`src/rtl/rvm_mem_bridge.sv`:
```
// Purpose: turns the core's stall-style memory port into a split request/response valid-ready bus.
//          Misaligned addresses are rejected locally, and a response timeout is reported as an error.
// Latency: 4 cycles minimum for an aligned access on a zero-wait bus (IDLE, REQ, RSP, DONE).
//          A misaligned access takes 2 cycles (IDLE, DONE).
// Backpressure: the request is held until bus_req_ready, and the core is stalled until DONE.
//          Responses are always accepted in RSP and ignored in every other state.
//
// Ports:
//   clk, reset                         rising-edge clock; synchronous active-high reset
//   mem_addr/wdata/c_en/b_en           core access (b_en == 0 means read)
//   mem_rdata/error/stall              core completion data, error flag and hold request
//   bus_req_valid/ready/addr/wdata/wstrb/write   request channel
//   bus_rsp_valid/rdata/error          response channel (no ready)

module rvm_mem_bridge #(
    parameter int unsigned TIMEOUT = 64
) (
    input  logic        clk,
    input  logic        reset,

    input  logic [31:0] mem_addr,
    input  logic [31:0] mem_wdata,
    input  logic        mem_c_en,
    input  logic [3:0]  mem_b_en,
    output logic [31:0] mem_rdata,
    output logic        mem_error,
    output logic        mem_stall,

    output logic        bus_req_valid,
    input  logic        bus_req_ready,
    output logic [31:0] bus_req_addr,
    output logic [31:0] bus_req_wdata,
    output logic [3:0]  bus_req_wstrb,
    output logic        bus_req_write,

    input  logic        bus_rsp_valid,
    input  logic [31:0] bus_rsp_rdata,
    input  logic        bus_rsp_error
);

    typedef enum logic [1:0] {
        ST_IDLE = 2'd0,
        ST_REQ  = 2'd1,
        ST_RSP  = 2'd2,
        ST_DONE = 2'd3
    } state_t;

    // Last count value spent in RSP.
    // Reaching it without a response aborts the access,
    // so DONE lands exactly TIMEOUT cycles after RSP is entered.
    localparam logic [7:0] CNT_LAST = 8'(TIMEOUT - 1);

    state_t      state_q,     state_d;
    logic        req_valid_q, req_valid_d;
    logic [31:0] req_addr_q,  req_addr_d;
    logic [31:0] req_wdata_q, req_wdata_d;
    logic [3:0]  req_wstrb_q, req_wstrb_d;
    logic        req_write_q, req_write_d;
    logic [31:0] rdata_q,     rdata_d;
    logic        error_q,     error_d;
    logic [7:0]  cnt_q,       cnt_d;

    always_ff @(posedge clk) begin
        if (reset) begin
            state_q     <= ST_IDLE;
            req_valid_q <= 1'b0;
            req_addr_q  <= 32'd0;
            req_wdata_q <= 32'd0;
            req_wstrb_q <= 4'd0;
            req_write_q <= 1'b0;
            rdata_q     <= 32'd0;
            error_q     <= 1'b0;
            cnt_q       <= 8'd0;
        end else begin
            state_q     <= state_d;
            req_valid_q <= req_valid_d;
            req_addr_q  <= req_addr_d;
            req_wdata_q <= req_wdata_d;
            req_wstrb_q <= req_wstrb_d;
            req_write_q <= req_write_d;
            rdata_q     <= rdata_d;
            error_q     <= error_d;
            cnt_q       <= cnt_d;
        end
    end

    always_comb begin
        state_d     = state_q;
        req_valid_d = req_valid_q;
        req_addr_d  = req_addr_q;
        req_wdata_d = req_wdata_q;
        req_wstrb_d = req_wstrb_q;
        req_write_d = req_write_q;
        rdata_d     = rdata_q;
        error_d     = error_q;
        cnt_d       = cnt_q;

        case (state_q)
            ST_IDLE: begin
                if (mem_c_en) begin
                    if (mem_addr[1:0] != 2'b00) begin
                        // Rejected locally: nothing goes out on the bus.
                        error_d = 1'b1;
                        rdata_d = 32'd0;
                        state_d = ST_DONE;
                    end else begin
                        req_addr_d  = mem_addr;
                        req_wdata_d = mem_wdata;
                        req_wstrb_d = mem_b_en;
                        req_write_d = (mem_b_en != 4'b0000);
                        req_valid_d = 1'b1;
                        state_d     = ST_REQ;
                    end
                end
            end

            ST_REQ: begin
                // No timeout here: once raised, valid stays up until accepted.
                if (bus_req_ready) begin
                    req_valid_d = 1'b0;
                    cnt_d       = 8'd0;
                    state_d     = ST_RSP;
                end
            end

            ST_RSP: begin
                if (bus_rsp_valid) begin
                    rdata_d = req_write_q ? 32'd0 : bus_rsp_rdata;
                    error_d = bus_rsp_error;
                    state_d = ST_DONE;
                end else if (cnt_q >= CNT_LAST) begin
                    error_d = 1'b1;
                    rdata_d = 32'd0;
                    state_d = ST_DONE;
                end else begin
                    cnt_d = cnt_q + 8'd1;
                end
            end

            ST_DONE: begin
                state_d = ST_IDLE;
            end

            default: begin
                state_d = ST_IDLE;
            end
        endcase
    end

    assign bus_req_valid = req_valid_q;
    assign bus_req_addr  = req_addr_q;
    assign bus_req_wdata = req_wdata_q;
    assign bus_req_wstrb = req_wstrb_q;
    assign bus_req_write = req_write_q;

    assign mem_rdata = rdata_q;
    assign mem_error = error_q & (state_q == ST_DONE);
    assign mem_stall = mem_c_en & (state_q != ST_DONE);

endmodule

```
`config.mk`:
```
export PLATFORM = sky130hd
export DESIGN_NAME = rvm_mem_bridge
export DESIGN_NICKNAME = d
export VERILOG_FILES = /design/src/rtl/rvm_mem_bridge.sv
export SDC_FILE = /design/constraint.sdc
export NUM_CORES = 1
export LEC_CHECK = 0
export BUFFER_PORTS_ARGS = -buffer_cell sky130_fd_sc_hd__buf_4
export CAP_MARGIN = 10
export CORE_ASPECT_RATIO = 0.6
export CORE_UTILIZATION = 50
export DETAILED_ROUTE_END_ITERATION = 16
export GPL_TIMING_DRIVEN = 0
export MAX_ROUTING_LAYER = met4
export PLACE_DENSITY = 0.82
export SLEW_MARGIN = 20
export SYNTH_ARGS = -nofsm -noshare
export SYNTH_HDL_FRONTEND = slang
export SYNTH_SLANG_ARGS = --single-unit
```
`constraint.sdc`:
```
create_clock -name clk -period 2.5 [get_ports clk]
set_clock_uncertainty 0.05 [all_clocks]
set_input_delay 0 -clock clk [delete_from_list [all_inputs] [get_ports clk]]
set_output_delay 0 -clock clk [all_outputs]
set_load 0.01 [all_outputs]
```
==> results of run 1 <==
## path summary, 6_finish.rpt
| kind | startpoint | to | slack (ps) | depth (start not counted) |
|---|---|---|---|---|
| worst max-delay path | state_q[1] | cnt_q[2] | 280 | 7 |
| worst min-delay path | reset | cnt_q[0] | 40 | 4 |
| worst max register to register | state_q[1] | cnt_q[2] | 280 | 7 |
| worst min register to register | bus_req_addr[6] | bus_req_addr[6] | 400 | 2 |
## power groups by stage
stage / sequential, mW / clock, mW / combinational (mW)
2_1_floorplan: 2.05 / 0 / 0.656
3_3_place_gp: 2.01 / 0 / 1.07
3_5_place_dp: 2.02 / 0 / 1.11
4_1_cts: 1.98 / 2.68 / 1.26
5_1_grt: 2.00 / 2.80 / 1.41
6_report: 1.99 / 2.71 / 1.34
## cells by family (layout without fill, tap and decap cells)
family / count (synthesis) / in the layout / share of synthesized area [%]
adder cells (fa/ha/maj): 6 / 6 / 1.67
AO/OA/AOI/OAI: 91 / 91 / 11.7
AND/OR/NAND/NOR: 242 / 242 / 24.6
flip-flops: 113 / 113 / 50.4
multiplexers: 33 / 33 / 7.36
buffers and inverters: 42 / 389 / 4.24
## routing by layer
layer / vias up / routed length, µm
met5: - / 0
met4: 0 / 612
met3: 68 / 1390
met2: 348 / 9210
met1: 2529 / 6840
li1: 2409 / -
## layout make-up
type | count | share of cell area, %
plain buffers | 34 | 2.02
clock buffers | 21 | 5.95
clock inverters | 11 | 2.31
inverters | 8 | 0.380
multi-input cells | 372 | 25.7
flip-flops and latches | 113 | 28.6
well taps | 112 | 1.77
repair buffers | 315 | 33.2
## sequential cells by signal (all words and copies together), names as in the netlist
name,cells
bus_req_addr,32
bus_req_wdata,32
mem_rdata,32
cnt_q,8
bus_req_wstrb,4
state_q,2
bus_req_valid,1
bus_req_write,1
error_q,1
## stage by stage
| step | util [%] | cell area (µm²) |
|---|---|---|
| after floorplan | - | 4490 |
| after global placement | 71.9 | 6200 |
| final | 91.8 | 7910 |
| after CTS | 91.8 | 7910 |
| after global routing | 91.8 | 7910 |
| after detailed placement | 71.9 | 6200 |
## repair_timing
| action | CTS | global route |
|---|---|---|
| hold endpoints to repair | 104 | 0 |
| resized for setup | 0 | 0 |
| hold buffers | 106 | 0 |
## worst min-delay path, delay by kind of cell
family | cells | cell delay [ps]
AND/OR/NAND/NOR | 2 | 220
buffers and inverters | 1 | 110
AO/OA/AOI/OAI | 1 | 120
## cell usage in the layout, fill, tap and decap left out, types with 6 or more instances in the layout
cell type and instances:
a21oi_1 70, buf_2 8, buf_4 209, clkbuf_1 20, clkbuf_16 17, dfxtp_1 113, dlygate4sd3_1 106, ha_1 6
inv_1 8, mux2i_1 33, nand2_1 173, nand2b_1 39, nor2_1 6
==> summary.md, run 1 <==
| Metric | Value |
|---|---|
| Clock tree from TritonCTS | built |
| Leading cell types by count after synthesis | nand2_1 (173), dfxtp_1 (113), a21oi_1 (70) |
| Fraction of final layout cells sized beyond drive strength 1 | between 20% and 30% |
| Core footprint | 0.00862 mm² |
| Growth of design area from synthesis to finish | 76.3% |
| Most heavily used metal layer in global routing | met2 |
| Maximum operating frequency | ~450 MHz |
| Area of combinational cells with multiple inputs | 0.00204 mm² |
| Post-route DRC | 0 |
| Number of max-cap violations | 0 |
| Main area contributors after synthesis | dfxtp_1 (50%), nand2_1 (14%), a21oi_1 (7.8%), mux2i_1 (7.4%), nand2b_1 (5.4%) |
| Top_reg_cell synth | dfxtp_1 |
| Congestion Overflow GR | 0 |
| Pre-CTS worst setup slack | ~540 ps |
| Sequential cell area | 0.00226 mm² |
| Global routing usage on met2 | about two thirds |
| Worst slack on hold paths | around 45 ps |
| Worst min-delay path category | input port to flop |
| Final setup TNS | 0 ps |
| Seq/Total Area, Yosys | 50.4% |
| CP Class | flop to flop |
| Transition time of the tightest slew-check pin | 550 ps |
| Buffers plus inverters on the worst setup path | 2 |
| Internal power component | between 4 and 5 mW |
| Post-Syn Area per Cell | between 8 and 9 µm² |
| Sequential group share of total power | 33.0% |
| Type of element launching the critical path | flop |
| Total number of vias | about 5,400 |
| Post-synth cell types | 38 |
| Number of global-route vias before repair | about 5,400 |
| Net count of the mapped netlist | about 640 |
| Count of nets after finishing | approximately 1,000 |
| Routed wire per std cell | between 15 and 20 µm |
| Number of placed I/O pins | 210 |
| Post-Synthesis Cell Area | approximately 0.0045 mm² |
| Switching component of the power | 1.65 mW |
| Weighted congestion reported at the end of routability-driven placement | around 0.8 |
| Total of fill cells in the finished design | between 300 and 400 |
| Slowest stage cell, crit path | dlygate4sd3_1 |
| Number of flops mapped to enable cells by yosys | 0 |
| Power share of the clock group | between 40 and 50% |
| Max Buffers Root-to-Sink | 2 |
| Setup violation total in the final timing report | 0 |
| Pin count of the biggest net entering global routing | 17 |
| Clock transition at path regs | ~50 ps |
| Clock latency reported for the late side of the worst-skew pair | ~400 ps |
| Seq cells post-synth | 113 |
| First-pass detailed-route iteration total | 5 |
| Combinational power share | between 20% and 30% |
| IR drop worst, VDD | approximately 0.64 mV |
| Relative slew slack | a little under two thirds |
| Stage delay of the slowest cell on the critical path | between 600 and 700 ps |
| Fraction of met1 tracks used by global routing | between 30 and 40% |
| Number of buffers added by the clock tree synthesis step | 17 |
| Leak Pwr | between 3 and 4 nW |
| Standard-cell rows | 26 |
| Number of instances in the synthesized netlist | between 500 and 600 |
| Root buffer selected by CTS | clkbuf_16 |
| Library cell with the highest instance count after synthesis | nand2_1 |
| Worst setup EP type | flop |
| Die extent in x | 124 µm |
| Kind of cell with the highest combined delay on the critical path | buffers and inverters |
| Final Total Pwr | slightly above 6 mW |
| Crit path setup slack, layout | around 280 ps |
| DRT antenna net count | 0 |
| Crit path arrival time | between 2000 and 3000 ps |
| Cell Count Post-Placement | 848 |
| Vertical die dimension | about 75 µm |
| Number of H-tree levels | 4 |
| Synth top area share | 50.4% |
| Starting density of the core | between 50% and 60% |
| Ordered list of cells on the worst path | inv_1 -> ha_1 -> nor2b_1 -> nor4b_1 -> dlygate4sd3_1 -> nand4bb_1 -> o211ai_1 |
| Count of buffers inserted at the top-level ports | 209 |
| Required time reported for the critical path endpoint | roughly 2800 ps |
| Count of placed standard cells in the final layout, fillers left out | a little under 1,000 |
| Minimum clock period after layout | between 2000 and 2500 ps |
| Library cell with the largest summed area after synthesis | dfxtp_1 |
| Final Hold Viols | 0 |
| Part of the cycle the worst path needs | between 80 and 90% |
| Async set-reset flop share out of synthesis | 0% |
| Total routing resource utilization after global routing | 38.1% |
| Global-route wire length before repair | about 27,000 µm |
| Outcome | finished clean |
| Inserted Diodes | 0 |
| P per Cell Area | between 700 and 800 mW/mm² |
| Die footprint | ~0.0094 mm² |
| Clock sink count | between 100 and 150 |
| Synthesis Warnings | 0 |
| Vias per Instance | 5.43 |
| Antenna violations before repair | 0 |
| Post-CTS setup buffer count | 0 |
| Switching part of the total | a little over a quarter |
| Critical-path maximum fanout | 4 |
| Final wirelength | ~18,000 µm |
| Violation count after the first detailed-routing iteration | 448 |
| Met3 capacity usage during global routing | approximately 10% |
| Unrepaired setup endpoints after global routing | no |
| Sum of net half-perimeters after detailed placement | slightly above 9000 µm |
| Max-slew violation count | 0 |
No activity file was read; power rests on OpenSTA's default activity.
==> inputs of run 2 (changes only) <==
--- a/config.mk
+++ b/config.mk
@@ -8,11 +8,12 @@
 export BUFFER_PORTS_ARGS = -buffer_cell sky130_fd_sc_hd__buf_4
 export CAP_MARGIN = 10
 export CORE_ASPECT_RATIO = 0.6
-export CORE_UTILIZATION = 50
+export CORE_UTILIZATION = 52
+export CTS_BUF_LIST = sky130_fd_sc_hd__clkbuf_4 sky130_fd_sc_hd__clkbuf_8
 export DETAILED_ROUTE_END_ITERATION = 16
 export GPL_TIMING_DRIVEN = 0
 export MAX_ROUTING_LAYER = met4
-export PLACE_DENSITY = 0.82
+export PLACE_DENSITY = 0.85
 export SLEW_MARGIN = 20
 export SYNTH_ARGS = -nofsm -noshare
 export SYNTH_HDL_FRONTEND = slang
==> summary.md, run 2 (synthesized netlist as in run 1, its figures left out) <==
| Metric | Value |
|---|---|
| Max Buffers Root-to-Sink | 2 |
| Commonest cells after routing, fill and taps aside | buf_4 (209), nand2_1 (173), dfxtp_1 (113) |
| Congestion Overflow GR | 0 |
| Clock transition at path regs | 80 ps |
| Die footprint | between 0.009 and 0.01 mm² |
| Relative slew slack | around three fifths |
| CP Class | flop to flop |
| Worst r2r path cells | 7 |
| Die extent in x | roughly 120 µm |
| Global-route wire length before repair | between 30,000 and 40,000 µm |
| Violations in the final reports | negative setup slack |
| Number of placed I/O pins | 210 |
| Vias per Instance | 6.40 |
| Growth of design area from synthesis to finish | 71.9% |
| Routed wire per std cell | 25.0 µm |
| IR drop worst, VDD | 0.529 mV |
| Sequential cell area | roughly 0.0023 mm² |
| Final Hold Viols | 0 |
| Starting density of the core | approximately 55% |
| Required time reported for the critical path endpoint | around 2800 ps |
| Max-slew violation count | 0 |
| Number of max-cap violations | 0 |
| Violation count after the first detailed-routing iteration | 1,118 |
| Transition time of the tightest slew-check pin | 609 ps |
| P per Cell Area | 723 mW/mm² |
| Post-route DRC | 0 |
| Worst setup EP type | flop |
| Leak Pwr | between 3 and 4 nW |
| DRT antenna net count | 0 |
| Origin of the critical flop-to-flop path | state_q[1] |
| Minimum clock period after layout | approximately 2800 ps |
| Clock sink count | roughly 110 |
| Crit path setup slack, layout | -278 ps |
| Total routing resource utilization after global routing | 49.6% |
| Type of element launching the critical path | flop |
| Capture point of the worst reg-to-reg path | bus_req_wdata[23] |
| Vertical die dimension | ~74 µm |
| Number of H-tree levels | 4 |
| Core footprint | approximately 0.008 mm² |
| Crit path arrival time | between 3000 and 4000 ps |
| Count of nets after finishing | a little under 1,000 |
| Worst slack on hold paths | between 70 and 80 ps |
| Critical-path maximum fanout | 10 |
| Clock latency reported for the late side of the worst-skew pair | approximately 460 ps |
| Pin count of the biggest net entering global routing | 17 |
| Leading cell type in the layout, fill and taps excluded | buf_4 |
| Fraction of final layout cells sized beyond drive strength 1 | just under 30% |
| Worst min-delay path category | input port to flop |
| Count of buffers inserted at the top-level ports | 209 |
| Number of buffers added by the clock tree synthesis step | 17 |
| Startpoint of the worst hold path | bus_req_ready |
| Setup slack of the most critical reg-to-reg path | -280 ps |
| Final wirelength | about 25,000 µm |
| Outcome | finished, violations left |
| Part of the cycle the worst path needs | 111% |
| Cell depth of the worst hold path | 4 |
| Root buffer selected by CTS | clkbuf_8 |
| Standard-cell rows | 25 |
| Number of global-route vias before repair | between 6,000 and 7,000 |
| Antenna violations before repair | 3 |
| Area of combinational cells with multiple inputs | roughly 0.0020 mm² |
| Final Total Pwr | around 5.6 mW |
| Total of fill cells in the finished design | ~210 |
| Sum of net half-perimeters after detailed placement | approximately 9600 µm |
| Clock tree from TritonCTS | built |
| Maximum operating frequency | 360 MHz |
| Weighted congestion reported at the end of routability-driven placement | 0.824 |
| Worst min-delay path endpoint | bus_req_valid |
| Total number of vias | around 6,300 |
| Setup violation total in the final timing report | 36 |
| First-pass detailed-route iteration total | 11 |
==> run 2: worst max path at each step <==
stage / depth (start not counted) / startpoint / slack [ps] / endpoint
after floorplan: 8 / state_q[0] / 890 / mem_rdata[0]
after global placement: 7 / state_q[0] / 600 / bus_req_wdata[30]
after detailed placement: 7 / state_q[0] / 510 / bus_req_wdata[23]
after CTS: 7 / state_q[1] / 280 / cnt_q[2]
after global routing: 7 / state_q[1] / -290 / bus_req_wdata[31]
final: 7 / state_q[1] / -280 / bus_req_wdata[23]
==> run 2: metrics by stage <==
stage	worst slack (ps)	area, µm²	setup TNS, ps	util, %	instances
6_report	-278	7710	-3420	95.2	984
5_1_grt	-290	7710	-2960	95.2	984
4_1_cts	278	7700	0	95.1	981
3_5_place_dp	509	6190	0	76.4	844
3_3_place_gp	597	6190	0	76.4	844
2_1_floorplan	888	4490	0	-	527
==> run 2: what timing repair did <==
action	4_1_cts	5_1_grt
endpoints found under the hold margin	105	0
hold buffers	105	0
buffers inserted	0	0
gates resized for setup	0	1
endpoints found under the setup margin	0	2
==> run 2: area by class of cell <==
cell class | count | share of cell area (%)
antenna | 3 | 0.0973
inverter | 8 | 0.389
multi-input combinational | 372 | 26.5
clock inverter | 14 | 2.72
sequential | 113 | 29.3
clock buffer | 18 | 3.21
buffer | 34 | 2.08
tap | 108 | 1.75
timing repair buffer | 314 | 34.0
==> run 2: critical path: stages, from the launching register on <==
cell      delay (ps)
dfxtp_1          370
inv_1            260
ha_1             360
nand2_1          170
nor3_4           410
clkbuf_1         520
nand2_1          190
a21oi_1          320
==> run 2: power breakdown <==
group / leakage (nW) / internal (mW) / switching, mW
Combinational: 2.24 / 0.638 / 0.841
Sequential: 0.914 / 1.91 / 0.104
Clock: 0.225 / 1.21 / 0.875
==> run 2: routing by layer <==
layer	vias to the layer above	part of all wire [%]	GRT usage, %
met5	-	0	-
met4	0	12	39.1
met3	345	14	17.0
met2	771	43	79.9
met1	2780	32	50.5
li1	2401	-	-
==> inputs of run 3 (changes only) <==
--- a/config.mk
+++ b/config.mk
@@ -13,7 +13,7 @@
 export DETAILED_ROUTE_END_ITERATION = 16
 export GPL_TIMING_DRIVEN = 0
 export MAX_ROUTING_LAYER = met4
-export PLACE_DENSITY = 0.85
+export PLACE_DENSITY_LB_ADDON = 0.05
 export SLEW_MARGIN = 20
 export SYNTH_ARGS = -nofsm -noshare
 export SYNTH_HDL_FRONTEND = slang
==> constraint.sdc (replaced) <==
create_clock -name clk -period 3.45 [get_ports clk]
set_clock_uncertainty 0.05 [all_clocks]
set_input_delay 0 -clock clk [delete_from_list [all_inputs] [get_ports clk]]
set_output_delay 0 -clock clk [all_outputs]
set_load 0.01 [all_outputs]
==> summary.md, run 3 (synthesized netlist as in run 1, its figures left out) <==
| Metric | Value |
|---|---|
| Outcome | finished clean |
| First-pass detailed-route iteration total | 7 |
| Die extent in x | ~120 µm |
| Congestion Overflow GR | 0 |
| Max-slew violation count | 0 |
| Post-route DRC | 0 |
| Post-CTS setup buffer count | 0 |
| Number of placed I/O pins | 210 |
| Post-cts hold buffer count | between 100 and 150 |
| Total of fill cells in the finished design | roughly 210 |
| Leak Pwr | 3.40 nW |
| Number of global-route vias before repair | 5,866 |
| Clock latency reported for the late side of the worst-skew pair | between 400 and 500 ps |
| Final Hold Viols | 0 |
| Slowest stage cell, crit path | clkbuf_1 |
| Final setup TNS | 0 ps |
| Cell type with the highest occurrence count on the critical path | nand2_1 |
| Count of buffers inserted at the top-level ports | 209 |
| IR drop worst, VDD | approximately 0.34 mV |
| Core footprint | 0.00810 mm² |
| Vertical die dimension | roughly 74 µm |
| Vias per Instance | about 6 |
| Number of H-tree levels | 4 |
| Weighted congestion reported at the end of routability-driven placement | around 0.85 |
| Maximum operating frequency | 396 MHz |
| Total routing resource utilization after global routing | roughly 47% |
| DP Area | about 0.0062 mm² |
| P per Cell Area | slightly above 500 mW/mm² |
| Routed wire per std cell | ~21 µm |
| Pin count of the biggest net entering global routing | 17 |
| Worst setup EP type | flop |
| Stage delay of the slowest cell on the critical path | 470 ps |
| Count of nets after finishing | 973 |
| Critical-path maximum fanout | 10 |
| CP Class | flop to flop |
| Clock tree from TritonCTS | built |
| Ordered list of cells on the worst path | inv_1 -> ha_1 -> nand2_1 -> nor3_4 -> clkbuf_1 -> nand2_1 -> a21oi_1 |
| Transition time of the tightest slew-check pin | about 640 ps |
| Total number of vias | around 5,900 |
| Relative slew slack | 57.5% |
| Growth of design area from synthesis to finish | 71.8% |
| Fraction of final layout cells sized beyond drive strength 1 | 29.5% |
| Worst min-delay path category | input port to flop |
| Antenna violations before repair | 0 |
| Root buffer selected by CTS | clkbuf_8 |
| DRT antenna net count | 0 |
| Starting density of the core | 55.4% |
| Crit path arrival time | around 2800 ps |
| Clock transition at path regs | about 80 ps |
| Clock sink count | approximately 110 |
| Type of element launching the critical path | flop |
| Final wirelength | between 20,000 and 25,000 µm |
| Sum of net half-perimeters after detailed placement | 9810 µm |
| Max Buffers Root-to-Sink | 2 |
| Standard-cell rows | 25 |
| Required time reported for the critical path endpoint | about 3700 ps |
| Summed area of non-filler cells in the final layout | just under 0.008 mm² |
| Setup violation total in the final timing report | 0 |
| Number of buffers added by the clock tree synthesis step | 17 |
| Violation count after the first detailed-routing iteration | 664 |
| Part of the cycle the worst path needs | between 70% and 80% |
| Global-route wire length before repair | around 31,000 µm |
| Cell Count Post-Placement | between 800 and 900 |
| Unrepaired setup endpoints after global routing | no |
| Post-CTS sizing | 0 |
| Final design utilization | 95.2% |
| Number of max-cap violations | 0 |
| Minimum clock period after layout | 2530 ps |
| Die footprint | around 0.0090 mm² |
| Count of placed standard cells in the final layout, fillers left out | just under 1,000 |
| Commonest cells after routing, fill and taps aside | buf_4 (209), nand2_1 (173), dfxtp_1 (113) |
| Leading cell type in the layout, fill and taps excluded | buf_4 |
-- run 3: changes by cell type in the layout (fill, tap and decap cells not counted), moves of 2 or more --
cell / delta
clkinv_4: +2
clkbuf_4: +2
diode_2: -2
clkbuf_8: +3
clkinvlp_4: -3
inv_6: -2
-- run 3: where the power goes --
group	internal [mW]	leakage, nW	switching [mW]	total (mW)
combinational	0.461	2.25	0.566	1.03
clock	0.880	0.237	0.584	1.46
sequential	1.38	0.914	0.0670	1.45
total	2.73	3.40	1.22	3.94
-- run 3: worst paths after layout --
check,depth (start not counted),from,to,slack [ps]
worst min register to register,2,bus_req_addr[8],bus_req_addr[8],410
worst max-delay path,7,state_q[1],bus_req_wdata[4],920
worst max register to register,7,state_q[1],bus_req_wdata[4],920
worst min-delay path,4,reset,cnt_q[0],20
-- run 3: metal layers --
metal	track usage [%]	vias to the layer above	routed length, µm	share of wire (%)
met4	33.5	0	1590	7.6
met1	48.9	2763	7390	35
met3	14.0	190	2310	11
met5	-	-	0	0
met2	78.7	555	9670	46
li1	-	2411	-	-
-- run 3: worst max-delay path, delay by kind of cell, from the launching register on --
family                     cells  cell delay [ps]
AOI/OAI and AO/OA              1              290
and+or+nand+nor                3              750
adders and majority gates      1              340
buffers and inverters          2              640
DFF                            1              350
-- run 3: layout make-up --
class / count / area (µm²) / share of cell area [%]
clock inverters: 9 / 153 / 1.98
inverters: 8 / 30.0 / 0.389
flip-flops and latches: 113 / 2260 / 29.3
diodes: 1 / 2.50 / 0.0324
repair buffers: 315 / 2630 / 34.1
plain buffers: 34 / 160 / 2.08
multi-input cells: 372 / 2040 / 26.4
clock buffers: 23 / 304 / 3.94
well taps: 108 / 135 / 1.75
-- run 3: per-stage QoR --
stage                     hold WS [ps]  total power [mW]  setup slack, ps
after floorplan                   58.6              1.96             1840
after global placement             196              2.23             1590
after detailed placement           206              2.28             1450
after CTS                         8.84              3.77             1200
after global routing              50.2              4.02              930
final                             23.4              3.94              924
